**config.mk**
```make
export PLATFORM = sky130hd
export DESIGN_NAME = mem_port_ctrl
export DESIGN_NICKNAME = d
export VERILOG_FILES = /design/src/rtl/mem_pkg.sv /design/src/rtl/mem_port_ctrl.sv
export SDC_FILE = /design/constraint.sdc
export NUM_CORES = 1
export LEC_CHECK = 0
export CORE_MARGIN = 4
export CORE_UTILIZATION = 35
export CTS_CLUSTER_DIAMETER = 80
export CTS_CLUSTER_SIZE = 10
export DETAILED_ROUTE_END_ITERATION = 6
export GPL_TIMING_DRIVEN = 0
export PLACE_DENSITY_LB_ADDON = 0.25
export SYNTH_ARGS = -nofsm -noshare
export SYNTH_HDL_FRONTEND = slang
export SYNTH_SLANG_ARGS = --single-unit
```
**constraint.sdc**
```tcl
create_clock -name clk -period 2.6 [get_ports clk]
set_clock_uncertainty 0.1 [all_clocks]
set_input_delay 0.52 -clock clk [delete_from_list [all_inputs] [get_ports clk]]
set_output_delay 0.52 -clock clk [all_outputs]
set_load 0.005 [all_outputs]
```
**src/rtl/mem_pkg.sv**
```systemverilog
// Shared definitions for the byte-addressable memory model: access size
// constants, the per-port state encoding and the access-size legality check.
package mem_pkg;

    localparam logic [2:0] SZ_BYTE = 3'd1;
    localparam logic [2:0] SZ_HALF = 3'd2;
    localparam logic [2:0] SZ_WORD = 3'd4;

    typedef enum logic {
        IDLE = 1'b0,
        BUSY = 1'b1
    } port_state_t;

    // An access size is legal when it is 1, 2 or 4 bytes and fits in one port word.
    function automatic logic size_legal(input logic [2:0] bytes, input int data_bytes);
        logic is_std;
        is_std = (bytes == SZ_BYTE) || (bytes == SZ_HALF) || (bytes == SZ_WORD);
        return is_std && (int'({29'd0, bytes}) <= data_bytes);
    endfunction

endpackage

```
**src/rtl/mem_port_ctrl.sv**
```systemverilog
// Request/latency controller for one memory port. Accepts a request when
// idle and the memory is ready, latches the request and its error check,
// counts out the configured latency and pulses done for one cycle.
module mem_port_ctrl #(
    parameter int ADDR_W     = 32,
    parameter int DATA_W     = 32,
    parameter int DATA_BYTES = 4,
    parameter int DEPTH      = 1024,
    parameter int LAT        = 1,
    localparam int IDX_W     = (DEPTH > 1) ? $clog2(DEPTH) : 1
) (
    input  logic              clk,
    input  logic              rst,
    input  logic              ready,
    input  logic              en,
    input  logic [ADDR_W-1:0] addr,
    input  logic [2:0]        bytes,
    input  logic [DATA_W-1:0] data,
    output logic              complete,
    output logic [IDX_W-1:0]  idx_q,
    output logic [2:0]        bytes_q,
    output logic [DATA_W-1:0] data_q,
    output logic              chk_err_q,
    output logic              done,
    output logic              err
);
    import mem_pkg::*;

    localparam int CNT_W = (LAT > 1) ? $clog2(LAT) : 1;
    localparam logic [CNT_W-1:0]  CNT_LOAD = CNT_W'(LAT - 1);
    localparam logic [ADDR_W:0]   LIMIT    = (ADDR_W + 1)'(DEPTH);

    port_state_t      state_reg, state_next;
    logic [CNT_W-1:0] cnt_reg, cnt_next;
    logic             accept;
    logic             done_reg, err_reg;
    logic [ADDR_W:0]  end_addr;
    logic             req_err;

    // One extra bit so an access near the top of the address space cannot wrap into range.
    assign end_addr = {1'b0, addr} + (ADDR_W + 1)'(bytes);
    assign req_err  = !size_legal(bytes, DATA_BYTES) || (end_addr > LIMIT);

    // Next-state logic: accept on en&ready, count down, complete at zero.
    always_comb begin
        state_next = state_reg;
        cnt_next   = cnt_reg;
        accept     = 1'b0;
        complete   = 1'b0;
        case (state_reg)
            IDLE: begin
                if (en && ready) begin
                    accept     = 1'b1;
                    state_next = BUSY;
                    cnt_next   = CNT_LOAD;
                end
            end
            BUSY: begin
                if (cnt_reg == '0) begin
                    complete   = 1'b1;
                    state_next = IDLE;
                end else begin
                    cnt_next = cnt_reg - 1'b1;
                end
            end
            default: state_next = IDLE;
        endcase
    end

    // State, counter and the registered completion pulse with its error flag.
    always_ff @(posedge clk or posedge rst) begin
        if (rst) begin
            state_reg <= IDLE;
            cnt_reg   <= '0;
            done_reg  <= 1'b0;
            err_reg   <= 1'b0;
        end else begin
            state_reg <= state_next;
            cnt_reg   <= cnt_next;
            done_reg  <= complete;
            err_reg   <= complete & chk_err_q;
        end
    end

    // Capture the request at the accept edge so the requester may change its inputs afterwards.
    always_ff @(posedge clk or posedge rst) begin
        if (rst) begin
            idx_q     <= '0;
            bytes_q   <= '0;
            data_q    <= '0;
            chk_err_q <= 1'b0;
        end else if (accept) begin
            idx_q     <= addr[IDX_W-1:0];
            bytes_q   <= bytes;
            data_q    <= data;
            chk_err_q <= req_err;
        end
    end

    assign done = done_reg;
    assign err  = err_reg;

endmodule

```
==> results.md <==
* Status: finished with violations
* Violated checks: setup timing
* Post-Layout Cell Count at 555
* Worst-Margin Slew at 479 ps
* Worst hold path type: reg2reg
* Layout cells sized above 1 at 0.132
* Critical Path Fanout Max at 3
* Crit share post-route at 1.00
* H-tree depth at 2
* Core Area at 7250 sq um
* Most common cell after layout, fill and taps aside: nand2_1
* Die X-Extent at 94.2 microns
* Vias per cell at 4.76
* WL per Instance at 14.7 microns
* TritonCTS clock tree: yes
* Synthesis-to-layout area growth at 63.0%
* Final HPWL DP at 6120 microns
* Unrepaired setup endpoints after global routing: yes
* DR vias at 2643
* Fin crit period at 2600 ps
* Die Y-Extent at 94.2 microns
* Mapped Avg Cell Area at 8.15 sq um
* ANT nets after route at 0
* First-pass GRT wire length at 13400 microns
* N_diodes at 0
* Leak at 0.00197 uW
* EDFF count, synth at 0
* Gpl congestion at 0.893
* Worst skew pair latency at 300 ps
* Worst EP arrival at 2730 ps
* I/O pin count at 120
* Max_cap viols at 0
* Placed Instances at 538
* Initial antenna violation count at 0
* Number of flip-flops in the largest register at 32
* Largest net degree at the start of global routing at 35
* Post-Syn Area at 2600 sq um
* Initial core utilization at 0.359
* Global route total overflow at 0
* Relative slew slack at 0.681
* First drt pass iteration count at 5
* Largest registers: data_q: 32 flops, idx_q: 10 flops, bytes_q: 3 flops
* DRT iter0 DRCs at 84
* Synth cell types at 50
* Ys flop type: dfrtp_1
* Vias in the first global route at 2749
* Layout Nets at 530
* Sequential share of the synthesized area at 0.471
* Top reg by flops: data_q
* Row count at 31
* Clock tree root driver cell: clkbuf_8
* TritonCTS Buffers at 5
* Final Instance Area at 4240 sq um
* CP Class: in2reg
* Die area at 8880 sq um
* Required time of the critical path at 2730 ps
* Power density over the cells at 474 nW/um^2
* Reg clk slew, reported paths at 100 ps
* Port Buffers at 119
* Yosys reg bits at 49
* Final slew viol count at 0
* Drt drc at 0
* Final Hold Vio Count at 0
* Fmax at 0.384 GHz
* Total GRT Usage at 0.192
* Hold buffers post-CTS at 0
* Worst setup SP type: input pin
* WL final at 8180 microns
* Setup-failing EPs final at 1
* Post-route setup slack at -2.28 ps
* Commonest cells after routing, fill and taps aside: nand2_1 (141), clkdlybuf4s50_1 (101), dfrtp_1 (49), nor2_1 (17), nand3_1 (10)
* Fin Hold WS at 319 ps
* CP Capture Type: register
* Clk buf depth at 2
* Max IR drop VDD at 310 uV
* Ys Warns at 0
* Synthesized net count at 394
* Async S/R FF share, synth at 1.00
* Placed inst area at 3970 sq um
* Post-Synthesis Cells at 319
* Clk sinks at 49
## per-layer routing
| metal | global-route usage | vias up | routed length, microns |
|---|---|---|---|
| met2 | 0.323 | 94 | 3880 |
| met1 | 0.226 | 1209 | 3400 |
| li1 | - | 1328 | - |
| met5 | 0 | - | 0 |
| met3 | 0.0713 | 12 | 760 |
| met4 | 0.0566 | 0 | 144 |
## through the flow
stage	power [uW]	TNS (ps)	setup slack, ps	util
3_3_place_gp	1530	-11030	-847	0.544
6_report	2010	-2.28	-2.28	0.585
2_1_floorplan	1130	-26.2	-26.2	-
5_1_grt	2150	-95.0	-95.0	0.585
3_5_place_dp	1550	-891	-891	0.547
4_1_cts	2040	-6.16	-6.16	0.581
## logic make-up (layout without fill, tap and decap cells)
logic type / count (synthesis) / after routing / share of synthesized area
simple gates: 206 / 206 / 0.350
fa+ha+maj: 4 / 4 / 0.0221
mux: 6 / 6 / 0.0241
buf+inv: 19 / 156 / 0.0337
flops: 49 / 49 / 0.471
compound gates: 29 / 29 / 0.0784
xor+xnor: 6 / 6 / 0.0202
## worst max-delay path, stage by stage
cell,delay [ps]
buf_8,110
ha_4,270
a211oi_4,60
or4_4,510
buf_6,150
nor3_4,210
mux2_4,320
a41o_1,210
and4_1,210
a32oi_1,170
## worst paths after layout
path / startpoint / to / slack, ps / cells after the start
min reg2reg: state_reg$_DFF_PP0_ / done$_DFF_PP0_ / 320 / 0
max reg2reg: state_reg$_DFF_PP0_ / chk_err_q$_DFFE_PP0P_ / 720 / 5
max: addr[1] / chk_err_q$_DFFE_PP0P_ / -2 / 10
max in group asynchronous: rst / data_q[15]$_DFFE_PP0P_ / 1500 / 3
min: state_reg$_DFF_PP0_ / done$_DFF_PP0_ / 320 / 0
min in group asynchronous: rst / idx_q[1]$_DFFE_PP0P_ / 400 / 2
## where the power goes
| group | leakage [uW] | total (uW) | internal, uW | switching [uW] |
|---|---|---|---|---|
| sequential | 0.000606 | 927 | 869 | 57.3 |
| clock | 0.0000481 | 466 | 192 | 274 |
| combinational | 0.00131 | 618 | 366 | 252 |
## timing repair
item	4_1_cts	5_1_grt
gates resized for setup	67	8
pin swaps	14	6
buffers inserted	10	0
setup endpoints to repair	1	1
## cell type report
type                            count  area, sq um
Fill cell                         672         3010
Multi-Input combinational cell    251         1420
Timing Repair Buffer              130         1290
Sequential cell                    49         1230
Tap cell                           99          124
Clock buffer                        5         68.8
Buffer                             10         60.1
Inverter                            8         30.0
Clock inverter                      3         22.5
## cells in the mapped netlist, types with 2 or more instances
cell,n,area (sq um)
nand3b_1,2,15.0
or2_2,3,18.8
or3_1,3,18.8
a21oi_1,6,30.0
a31oi_1,3,18.8
nand2_1,141,529
nand4_1,5,31.3
inv_1,7,26.3
xnor2_1,4,35.0
dfrtp_1,49,1230
a21o_1,2,15.0
buf_6,2,22.5
ha_1,3,37.5
mux2_2,2,22.5
and4_1,3,26.3
and2_1,2,12.5
clkbuf_1,6,22.5
nor3_1,3,15.0
nand3_1,11,55.1
mux2i_1,4,40.0
a311oi_1,2,17.5
xor2_1,2,17.5
and3_1,3,18.8
o21ai_0,6,30.0
buf_1,2,7.51
or4_2,2,17.5
nor2_1,18,67.6
Note: power is estimated with default switching activity, not from simulation.
